--- src/rtl/mux2_rr_stage.sv ---
// Two-channel round-robin arbiter feeding a registered 2:1 mux stage.
// Define MUX2_RR_BURST_EN to let a channel hold the grant for up to BURST words.
module mux2_rr_stage #(
   parameter int WIDTH = 4,
   parameter int BURST = 4
) (
   input  logic             CLK,
   input  logic             RESETN,
   input  logic [WIDTH-1:0] I0,
   input  logic             V0,
   output logic             R0,
   input  logic [WIDTH-1:0] I1,
   input  logic             V1,
   output logic             R1,
   output logic             S,
   output logic [WIDTH-1:0] O,
   output logic             OV,
   input  logic             OR
);

   if (BURST < 1 || BURST > 15) begin : g_bad_burst
      $error("BURST must be in 1..15");
   end

   logic [WIDTH-1:0] o_q;
   logic             ov_q;
   logic             s_q;
   logic             last_q;
   logic             load;
   logic             has_gnt;
   logic             gnt;
   logic             keep;
   logic             xfer;

`ifdef MUX2_RR_BURST_EN
   logic [3:0] cnt_q;

   // cnt_q == 0 only right after reset, where nobody owns the grant yet
   assign keep = (cnt_q != 4'd0) && (cnt_q < 4'(BURST));

   always_ff @(posedge CLK or negedge RESETN) begin
      if (!RESETN) begin
         cnt_q <= 4'd0;
      end else if (xfer) begin
         if (gnt == last_q && cnt_q != 4'd0) begin
            if (cnt_q != 4'hF) cnt_q <= cnt_q + 4'd1;
         end else begin
            cnt_q <= 4'd1;
         end
      end
   end
`else
   assign keep = 1'b0;
`endif

   always_comb begin
      load    = !ov_q | OR;
      has_gnt = V0 | V1;
      gnt     = 1'b0;
      unique case (1'b1)
         (V0 & V1):  gnt = keep ? last_q : !last_q;
         (!V0 & V1): gnt = 1'b1;
         default:    gnt = 1'b0;
      endcase
      xfer = load & has_gnt;
   end

   assign R0 = RESETN & load & has_gnt & !gnt & V0;
   assign R1 = RESETN & load & has_gnt & gnt & V1;
   assign S  = RESETN & (has_gnt ? gnt : s_q);
   assign O  = o_q;
   assign OV = ov_q;

   always_ff @(posedge CLK or negedge RESETN) begin
      if (!RESETN) begin
         o_q    <= '0;
         ov_q   <= 1'b0;
         s_q    <= 1'b0;
         last_q <= 1'b1;
      end else begin
         if (has_gnt) s_q <= gnt;
         if (xfer) begin
            o_q    <= gnt ? I1 : I0;
            ov_q   <= 1'b1;
            last_q <= gnt;
         end else if (OR) begin
            ov_q <= 1'b0;
         end
      end
   end

endmodule

--- config.mk ---
export PLATFORM = sky130hd
export DESIGN_NAME = mux2_rr_stage
export DESIGN_NICKNAME = d
export VERILOG_FILES = /design/src/rtl/mux2_rr_stage.sv
export SDC_FILE = /design/constraint.sdc
export NUM_CORES = 1
export LEC_CHECK = 0
export CORE_AREA = 2 2 39 41
export CTS_BUF_LIST = sky130_fd_sc_hd__clkbuf_8
export CTS_CLUSTER_DIAMETER = 200
export DETAILED_ROUTE_END_ITERATION = 6
export DIE_AREA = 0 0 41 43
export PLACE_DENSITY = 0.63
export SYNTH_ARGS = -nofsm -noshare
export SYNTH_HDL_FRONTEND = slang
export SYNTH_SLANG_ARGS = --single-unit
--- constraint.sdc ---
create_clock -name CLK -period 1.8 [get_ports CLK]
set_clock_uncertainty 0.1 [all_clocks]
set_input_delay 0.36 -clock CLK [delete_from_list [all_inputs] [get_ports CLK]]
set_output_delay 0.36 -clock CLK [all_outputs]
set_load 0.05 [all_outputs]
==> results of run 1 <==
## per-stage QoR
stage | hold WS, ps | util (%)
floorplan | -35.6 | -
global placement | 398 | 46.0
detailed placement | 400 | 46.0
CTS | 32.5 | 51.4
global route | 44.9 | 51.9
finish | 37.1 | 51.9
## routing by layer
layer / up-vias / GRT usage [%] / part of all wire [%]
met5: - / 0 / 0
met4: 0 / 6.00 / 0.99
met3: 2 / 3.14 / 6.2
met2: 15 / 21.9 / 54
met1: 175 / 14.9 / 39
li1: 195 / - / -
## repair_timing
item	CTS	global route
resized for setup	8	2
pin swaps	2	1
setup buffers	1	0
hold endpoints to repair	0	0
setup endpoints to repair	3	2
## layout make-up
| class | instances | area, um2 |
|---|---|---|
| inverters | 1 | 3.75 |
| fillers | 133 | 666 |
| multi-input cells | 29 | 196 |
| clock buffers | 3 | 41.3 |
| flip-flops and latches | 7 | 176 |
| repair buffers | 28 | 277 |
| clock inverters | 1 | 3.75 |
| well taps | 16 | 20.0 |
## worst register-to-register path: cells and delay by family (launching register included)
kind,cells,cell delay (ps)
flops,1,550
compound gates,2,320
buf+inv,1,130
simple gates,1,50
## worst paths after layout
kind                             end  slack (ps)   start
min in group CLK                 s_q         410     s_q
worst max register to register  O[1]         570  last_q
max in group asynchronous       O[1]        1190  RESETN
worst min-delay path             s_q          40  RESETN
worst max-delay path              R0          50  last_q
worst min register to register   s_q         410     s_q
## cell usage after synthesis
library cell,count
o21ai_1,1
a21oi_1,5
nand2_1,8
a31oi_1,5
and3_1,1
buf_6,1
nand2b_1,2
and2_1,1
a21boi_1,1
clkbuf_1,1
dfrtp_1,6
a21bo_2,1
and2_4,1
inv_1,1
dfstp_2,1
or2_1,1
nand3_1,1
nor2_1,1
## state kept, by name, indices dropped and copies added (netlist names)
register and cells:
OV 1, O 4, s_q 1, last_q 1
## kinds of logic (layout without fill, tap and decap cells)
| family | after synthesis | in the layout |
|---|---|---|
| DFF | 7 | 7 |
| buffers and inverters | 3 | 33 |
| AOI/OAI and AO/OA | 13 | 13 |
| and+or+nand+nor | 16 | 16 |
## power by group
group	total, mW	switching, mW	internal, mW
Clock	0.216	0.0682	0.147
Combinational	0.235	0.133	0.103
Sequential	0.203	0.0166	0.186
Total	0.654	0.217	0.436
==> summary.md, run 1 <==
| Metric | Value |
|---|---|
| Synthesized flop and latch total | `7` |
| Sequential area share after synthesis | `between 50% and 60%` |
| Outcome | `finished clean` |
| Most common cell after layout, fill and taps aside | `buf_4` |
| Layout Nets | `83` |
| Die ar. | `0.00176 mm2` |
| Clk_lat worst skew | `about 220 ps` |
| Mux contribution to synthesized area | `0%` |
| Fin cells | `between 80 and 90` |
| Total CTS buffers | `3` |
| Ant diodes | `0` |
| Drt total wl | `slightly above 1000 um` |
| Most area-consuming cells after synthesis | `dfrtp_1 (43%), a31oi_1 (8.9%), nand2_1 (8.5%)` |
| TNS Setup | `0 ps` |
| Final Setup Violations | `0` |
| RePlAce Congestion | `about 0.70` |
| Die height | `43 um` |
| Data required time of the critical path | `about 1300 ps` |
| Cells on worst reg2reg path | `4` |
| Fraction of layout cells with a size suffix above 1 | `between 40% and 50%` |
| Vias per cell | `4.55` |
| Via count | `around 390` |
| All-layer global routing usage | `13.2%` |
| Final period utilization | `97.3%` |
| Post-Synthesis Cell Area | `353 um2` |
| Avg Inst Size Synth | `between 9 and 10 um2` |
| Design Power | `~650 uW` |
| Leakage | `about 0.33 nW` |
| H-tree levels | `1` |
| Worst Path Class, Setup | `flop to primary output` |
| Routed wire per std cell | `11.8 um` |
| Top delay family on crit path | `flip-flops` |
| Largest net degree at the start of global routing | `8` |
| CTS tree | `yes` |
| PwrDens | `just over 900 mW/mm2` |
| Global-route wire length before repair | `approximately 1600 um` |
| Total iterations of the first detailed-routing run | `2` |
| Initial core utilization | `approximately a quarter` |
| Tightest Pin Transition | `333 ps` |
| Most frequent cells in the layout | `buf_4 (13), nand2_1 (8), clkdlybuf4s50_1 (8)` |
| Post-route setup slack | `roughly 49 ps` |
| Layout area overhead | `104%` |
| Worst stage delay on the critical path | `550 ps` |
| Yosys top cell by area | `dfrtp_1` |
| Buf+Inv Stages, Crit Path | `2` |
| Clock root cell | `clkbuf_8` |
| Adder-cell area share of the yosys netlist | `0%` |
| Worst setup EP type | `primary output` |
| Mapped Cells | `39` |
| Area share of and/or/nand/nor cells after synthesis | `between 20% and 30%` |
| DRC violations left | `0` |
| Antenna Violating Nets Remaining | `0` |
| Worst Path Max Fanout | `5` |
| Io pins | `21` |
| RSZ-0062 raised after global routing | `false` |
| Max clock buf depth | `2` |
| Post-synthesis compound-gate area fraction | `between 20% and 30%` |
| Initial drt markers | `4` |
| Core box area | `roughly 0.0014 mm2` |
| Path type of the worst min-delay path | `input pin to async pin` |
| Initial antenna violation count | `0` |
| CTS Hold Bufs | `0` |
| FP Rows | `14` |
| Critical path arrival | `~1300 ps` |
| Final hold violation count | `0` |
| DP HPWL | `between 700 and 800 um` |
| Clock sink count | `7` |
| Syn_nets | `between 50 and 60` |
| Critical Path, Cell by Cell | `a21boi_1, buf_4, nor2_4, buf_12` |
| Cell at the slowest stage of the critical path | `dfstp_2` |
| Total number of yosys warnings | `0` |
| Max Slew Vio Count | `0` |
| DP Cell Count | `80` |
| Max Cap Violations | `0` |
| Startpoint types | `flop` |
| Post-route cell area | `around 700 um2` |
| F_max | `between 500 and 600 MHz` |
| Clk pin slew, worst setup/hold paths | `approximately 40 ps` |
| Relative slew margins | `around 78%` |
| Post-Synth XOR/XNOR Area | `0%` |
| Die W | `41 um` |
| IO buf count | `20` |
| Vias in the first global route | `about 400` |
| DP Area | `637 um2` |
| Dpl ws | `-188 ps` |
| Largest family of logic cells by synthesized area | `compound AO/OA/AOI/OAI gates` |
| Yosys top cell area share | `about 43%` |
| Period minus WS final | `approximately 1800 ps` |
| Worst vdd ir | `between 0.0003 and 0.0004 V` |
| Gr ovfl total | `0` |
| Number of distinct library cells after synthesis | `18` |
| WP depth | `4` |
(Power assumes the default switching activity.)
==> run 2: changes to the inputs <==
- GPL_TIMING_DRIVEN: not set -> 0
- PLACE_DENSITY: 0.63 -> not set
==> summary.md, run 2 (synthesis gave the netlist of run 1 again) <==
| Metric | Value |
|---|---|
| Outcome | `finished clean` |
| Worst setup EP type | `primary output` |
| Path type of the worst min-delay path | `input pin to async pin` |
| Worst Path Class, Setup | `flop to primary output` |
| Via count | `382 (-1.3%)` |
| Die W | `41 um (unchanged)` |
| Ant diodes | `0 (unchanged)` |
| Worst vdd ir | `0.000376 V (+20%)` |
| DP HPWL | `616 um (-19%)` |
| Antenna Violating Nets Remaining | `0 (unchanged)` |
| Vias per cell | `4.49 (-1.3%)` |
| DRC violations left | `0 (unchanged)` |
| F_max | `570 MHz (-0.24%)` |
| Psw | `213 uW (-2.0%)` |
| IO buf count | `20 (unchanged)` |
| Total iterations of the first detailed-routing run | `3 (+1)` |
| Switching fraction of total power | `33.1% (-0.14 points)` |
| Final Setup Violations | `0 (unchanged)` |
| Clock power frac | `32.5% (-0.5 points)` |
| Startpoint types | `flop` |
| Initial core utilization | `25.5% (unchanged)` |
| Leakage | `0.327 nW (-0.95%)` |
| Final hold violation count | `0 (unchanged)` |
| Gate power share | `35.9% (about the same)` |
| Critical path arrival | `1290 ps (about the same)` |
| Io pins | `21 (unchanged)` |
| Gr ovfl total | `0 (unchanged)` |
| Max Slew Vio Count | `0 (unchanged)` |
| Drt total wl | `958 um (-4.9%)` |
| All-layer global routing usage | `12.2% (-0.96 points)` |
| H-tree levels | `1 (unchanged)` |
| Fraction of layout cells with a size suffix above 1 | `34.8% (-5.8 points)` |
| Initial antenna violation count | `0 (unchanged)` |
| Vias in the first global route | `346 (-14%)` |
| Post-route cell area | `708 um2 (-1.4%)` |
| Layout Nets | `83 (unchanged)` |
| Final Core Density | `51.2% (-0.72 points)` |
| Flop pwr share | `31.6% (+0.6 points)` |
| Dpl ws | `-1150 ps (-961 ps)` |
| Largest net degree at the start of global routing | `11 (+3)` |
| CTS tree | `yes` |
| Max Cap Violations | `0 (unchanged)` |
| DP Area | `582 um2 (-8.6%)` |
| Global-route wire length before repair | `1420 um (-10%)` |
| Die height | `43 um (unchanged)` |
| Cell-internal power | `430 uW (-1.4%)` |
| Final period utilization | `97.5% (+0.24 points)` |
| Relative slew margins | `67.1% (-11 points)` |
| Most frequent cells in the layout | `nand2_1 (8), clkdlybuf4s50_1 (8), buf_4 (7)` |
| Post-route setup slack | `45.2 ps (-4.28 ps)` |
| Tightest Pin Transition | `496 ps (+163 ps)` |
| Design Power | `643 uW (-1.6%)` |
| Layout area overhead | `101%` |
| Clock root cell | `clkbuf_8` |
| Initial drt markers | `4 (unchanged)` |
| Worst Path Max Fanout | `3 (-2)` |
| Die ar. | `0.00176 mm2 (unchanged)` |
| Core box area | `0.00138 mm2 (unchanged)` |
| Routed wire per std cell | `11.3 um (-4.9%)` |
| RSZ-0062 raised after global routing | `false` |
| Max clock buf depth | `2 (unchanged)` |
| Data required time of the critical path | `1340 ps (about the same)` |
| DP Cell Count | `75 (-6.3%)` |
| Clk_lat worst skew | `220 ps (about the same)` |
| Period minus WS final | `1750 ps (+4.28 ps)` |
| Clock sink count | `7 (unchanged)` |
| RePlAce Congestion | `0.664 (-4.8%)` |
| Largest register FFs | `4 (unchanged)` |
| PwrDens | `908 mW/mm2 (-0.23%)` |
| Clk pin slew, worst setup/hold paths | `40 ps (about the same)` |
| Total CTS buffers | `3 (unchanged)` |
| FP Rows | `14 (unchanged)` |
| Fin cells | `85 (unchanged)` |
| Fillers | `137 (+3.0%)` |
-- run 2: cell count changes in the layout (fill, tap and decap cells not counted), sizes merged --
cell | before | now
buf | 16 | 10
clkbuf | 3 | 5
dlygate4sd2 | 3 | 6
dlygate4sd3 | 0 | 1
-- run 2: final timing paths --
path / startpoint / end / slack (ps) / cells past startpoint
max: last_q / S / 50 / 4
min: RESETN / last_q / 40 / 1
max reg2reg: last_q / O[1] / 510 / 5
min reg2reg: s_q / s_q / 400 / 2
max in group asynchronous: RESETN / O[3] / 830 / 2
min in group CLK: V0 / last_q / 350 / 2
-- run 2: power by group through the flow --
stage / registers (mW) / logic, mW / clock network, mW
5_1_grt: 0.206 / 0.246 / 0.225
3_3_place_gp: 0.203 / 0.206 / 0
4_1_cts: 0.203 / 0.225 / 0.215
2_1_floorplan: 0.258 / 0.0693 / 0
6_report: 0.203 / 0.231 / 0.209
3_5_place_dp: 0.202 / 0.208 / 0
-- run 2: routing by layer --
layer	up-vias	wire, um	GRT usage, %
li1	196	-	-
met1	168	406	16.1
met2	16	445	16.3
met3	2	97	4.19
met4	0	8	8.00
met5	-	0	0
-- run 2: per-stage QoR --
stage               hold WS, ps  setup TNS, ps
floorplan                 -35.6          -39.4
global placement            397          -3240
detailed placement          399          -3310
CTS                        71.5              0
global route               43.7              0
finish                     37.6              0
-- run 2: area by class of cell --
cell class / instances / area, um2 / share of cell area [%]
sequential: 7 / 176 / 24.9
clock inverter: 1 / 3.75 / 0.530
clock buffer: 3 / 41.3 / 5.83
tap: 16 / 20.0 / 2.83
multi-input combinational: 29 / 208 / 29.3
buffer: 1 / 11.3 / 1.59
timing repair buffer: 27 / 244 / 34.5
inverter: 1 / 3.75 / 0.530
-- run 2: timing repair --
action	in CTS	in global routing
setup endpoints to repair	8	3
hold endpoints to repair	0	6
pin swaps	1	2
setup buffers	6	0
resized for setup	33	9
hold buffers	0	1
-- run 2: worst max-delay path: stages, from the launching register on --
cell and delay (ps):
dfstp_2 570, a21bo_4 140, o21ai_2 50, and2_1 160, buf_6 150
==> run 3: changes to the inputs <==
- HOLD_SLACK_MARGIN: not set -> 0.1
==> summary.md, run 3 (synthesis gave the netlist of run 1 again) <==
| Metric | Value |
|---|---|
| Outcome | `finished clean` |
| Most frequent cells in the layout | `nand2_1 (8), clkdlybuf4s50_1 (8), dlygate4sd2_1 (7), buf_4 (7), dfrtp_1 (6)` |
| DP Cell Count | `75 (unchanged)` |
| Leakage | `0.328 nW (+0.34%)` |
| Fillers | `137 (unchanged)` |
| Tightest Pin Transition | `495 ps (-0.599 ps)` |
| Initial core utilization | `25.5% (unchanged)` |
| Post-route setup slack | `43.9 ps (-1.34 ps)` |
| Fraction of layout cells with a size suffix above 1 | `33.3% (-1.4 points)` |
| DP HPWL | `616 um (unchanged)` |
| Max Slew Vio Count | `0 (unchanged)` |
| Initial drt markers | `10 (+6)` |
| PwrDens | `905 mW/mm2 (-0.39%)` |
| Core box area | `0.00138 mm2 (unchanged)` |
| Worst Path Class, Setup | `flop to primary output` |
| Total CTS buffers | `3 (unchanged)` |
| Gr ovfl total | `0 (unchanged)` |
| Largest register FFs | `4 (unchanged)` |
| Relative slew margins | `67.1% (about the same)` |
| Multi-input logic area | `208 um2 (unchanged)` |
| RePlAce Congestion | `0.664 (unchanged)` |
| Design Power | `644 uW (+0.14%)` |
| Die height | `43 um (unchanged)` |
| Dpl ws | `-1150 ps (unchanged)` |
| Fin cells | `85 (unchanged)` |
| DRC violations left | `0 (unchanged)` |
| IO buf count | `20 (unchanged)` |
| Critical path arrival | `1300 ps (about the same)` |
| Clk_lat worst skew | `220 ps (about the same)` |
| Worst Path Max Fanout | `3 (unchanged)` |
| Via count | `385 (+0.79%)` |
| Final hold violation count | `0 (unchanged)` |
| H-tree levels | `1 (unchanged)` |
| Final Core Density | `51.4% (+0.27 points)` |
| Initial antenna violation count | `0 (unchanged)` |
| Io pins | `21 (unchanged)` |
| Vias in the first global route | `357 (+3.2%)` |
| Startpoint types | `flop` |
| Clock root cell | `clkbuf_8` |
| Routed wire per std cell | `11.5 um (+1.8%)` |
| Data required time of the critical path | `1340 ps (about the same)` |
| Ant diodes | `0 (unchanged)` |
| Largest net degree at the start of global routing | `7 (-4)` |
| Final Setup Violations | `0 (unchanged)` |
| All-layer global routing usage | `12.7% (+0.51 points)` |
| Storage element area | `176 um2 (unchanged)` |
| Worst vdd ir | `0.000398 V (+5.7%)` |
| RSZ-0062 raised after global routing | `false` |
| Total iterations of the first detailed-routing run | `4 (+1)` |
| Global-route wire length before repair | `1480 um (+3.9%)` |
| Max clock buf depth | `2 (unchanged)` |
| Layout Nets | `83 (unchanged)` |
| Layout area overhead | `102%` |
| Antenna Violating Nets Remaining | `0 (unchanged)` |
| Die W | `41 um (unchanged)` |
| F_max | `569 MHz (about the same)` |
| Clock sink count | `7 (unchanged)` |
| Final period utilization | `97.6% (about the same)` |
| Clk pin slew, worst setup/hold paths | `40 ps (about the same)` |
| Path type of the worst min-delay path | `input pin to async pin` |
| Drt total wl | `975 um (+1.8%)` |
| Vias per cell | `4.53 (+0.79%)` |
| Worst setup EP type | `primary output` |
| CTS tree | `yes` |
| Max Cap Violations | `0 (unchanged)` |
| Die ar. | `0.00176 mm2 (unchanged)` |
| FP Rows | `14 (unchanged)` |
| Period minus WS final | `1760 ps (+1.34 ps)` |
[run 3: cell types whose count changed in the layout (fill, tap and decap cells not counted), sizes merged]
cell,change
clkbuf,-1
dlygate4sd2,+1
[run 3: power breakdown]
| group | internal (mW) | total [mW] | leakage (nW) | switching (mW) |
|---|---|---|---|---|
| Sequential | 0.186 | 0.203 | 0.0767 | 0.0169 |
| Combinational | 0.0975 | 0.231 | 0.225 | 0.134 |
| Clock | 0.147 | 0.210 | 0.0269 | 0.0628 |
| Total | 0.431 | 0.644 | 0.328 | 0.213 |
[run 3: path summary, 6_finish.rpt]
| kind | end | startpoint | slack (ps) | depth (start not counted) |
|---|---|---|---|---|
| min | last_q | RESETN | 230 | 1 |
| max reg2reg | O[1] | last_q | 510 | 5 |
| min reg2reg | s_q | s_q | 400 | 2 |
| min in group CLK | last_q | V0 | 350 | 2 |
| max in group asynchronous | O[3] | RESETN | 630 | 2 |
| max | S | last_q | 40 | 4 |
[run 3: stage by stage]
step           TNS [ps]  instance area, um2  hold WS (ps)
6_report              0                 712           225
5_1_grt               0                 712           247
4_1_cts               0                 693           170
3_5_place_dp      -3310                 582           399
3_3_place_gp      -3240                 582           397
2_1_floorplan     -39.4                 362         -35.6
[run 3: area by class of cell]
type / count / share of cell area (%)
repair buffers: 27 / 34.8
multi-input cells: 29 / 29.2
flip-flops and latches: 7 / 24.8
clock buffers: 3 / 5.80
well taps: 16 / 2.81
plain buffers: 1 / 1.58
clock inverters: 1 / 0.527
inverters: 1 / 0.527
[run 3: critical path, stage by stage, from the launching register on]
cell	delay [ps]
dfstp_2	570
a21bo_4	140
o21ai_2	50
and2_1	160
buf_6	150
[run 3: routing by layer]
metal / global-route usage [%] / vias up / share of wire [%]
met4: 8.00 / 0 / 0.82
li1: - / 195 / -
met2: 17.5 / 16 / 47
met5: 0 / - / 0
met3: 4.19 / 2 / 9.9
met1: 16.4 / 172 / 42
[run 3: what timing repair did]
item | CTS | global route
pin swaps | 1 | 2
hold buffers | 1 | 0
setup endpoints to repair | 8 | 2
gates resized for setup | 33 | 7
hold endpoints to repair | 6 | 0
setup buffers | 6 | 0
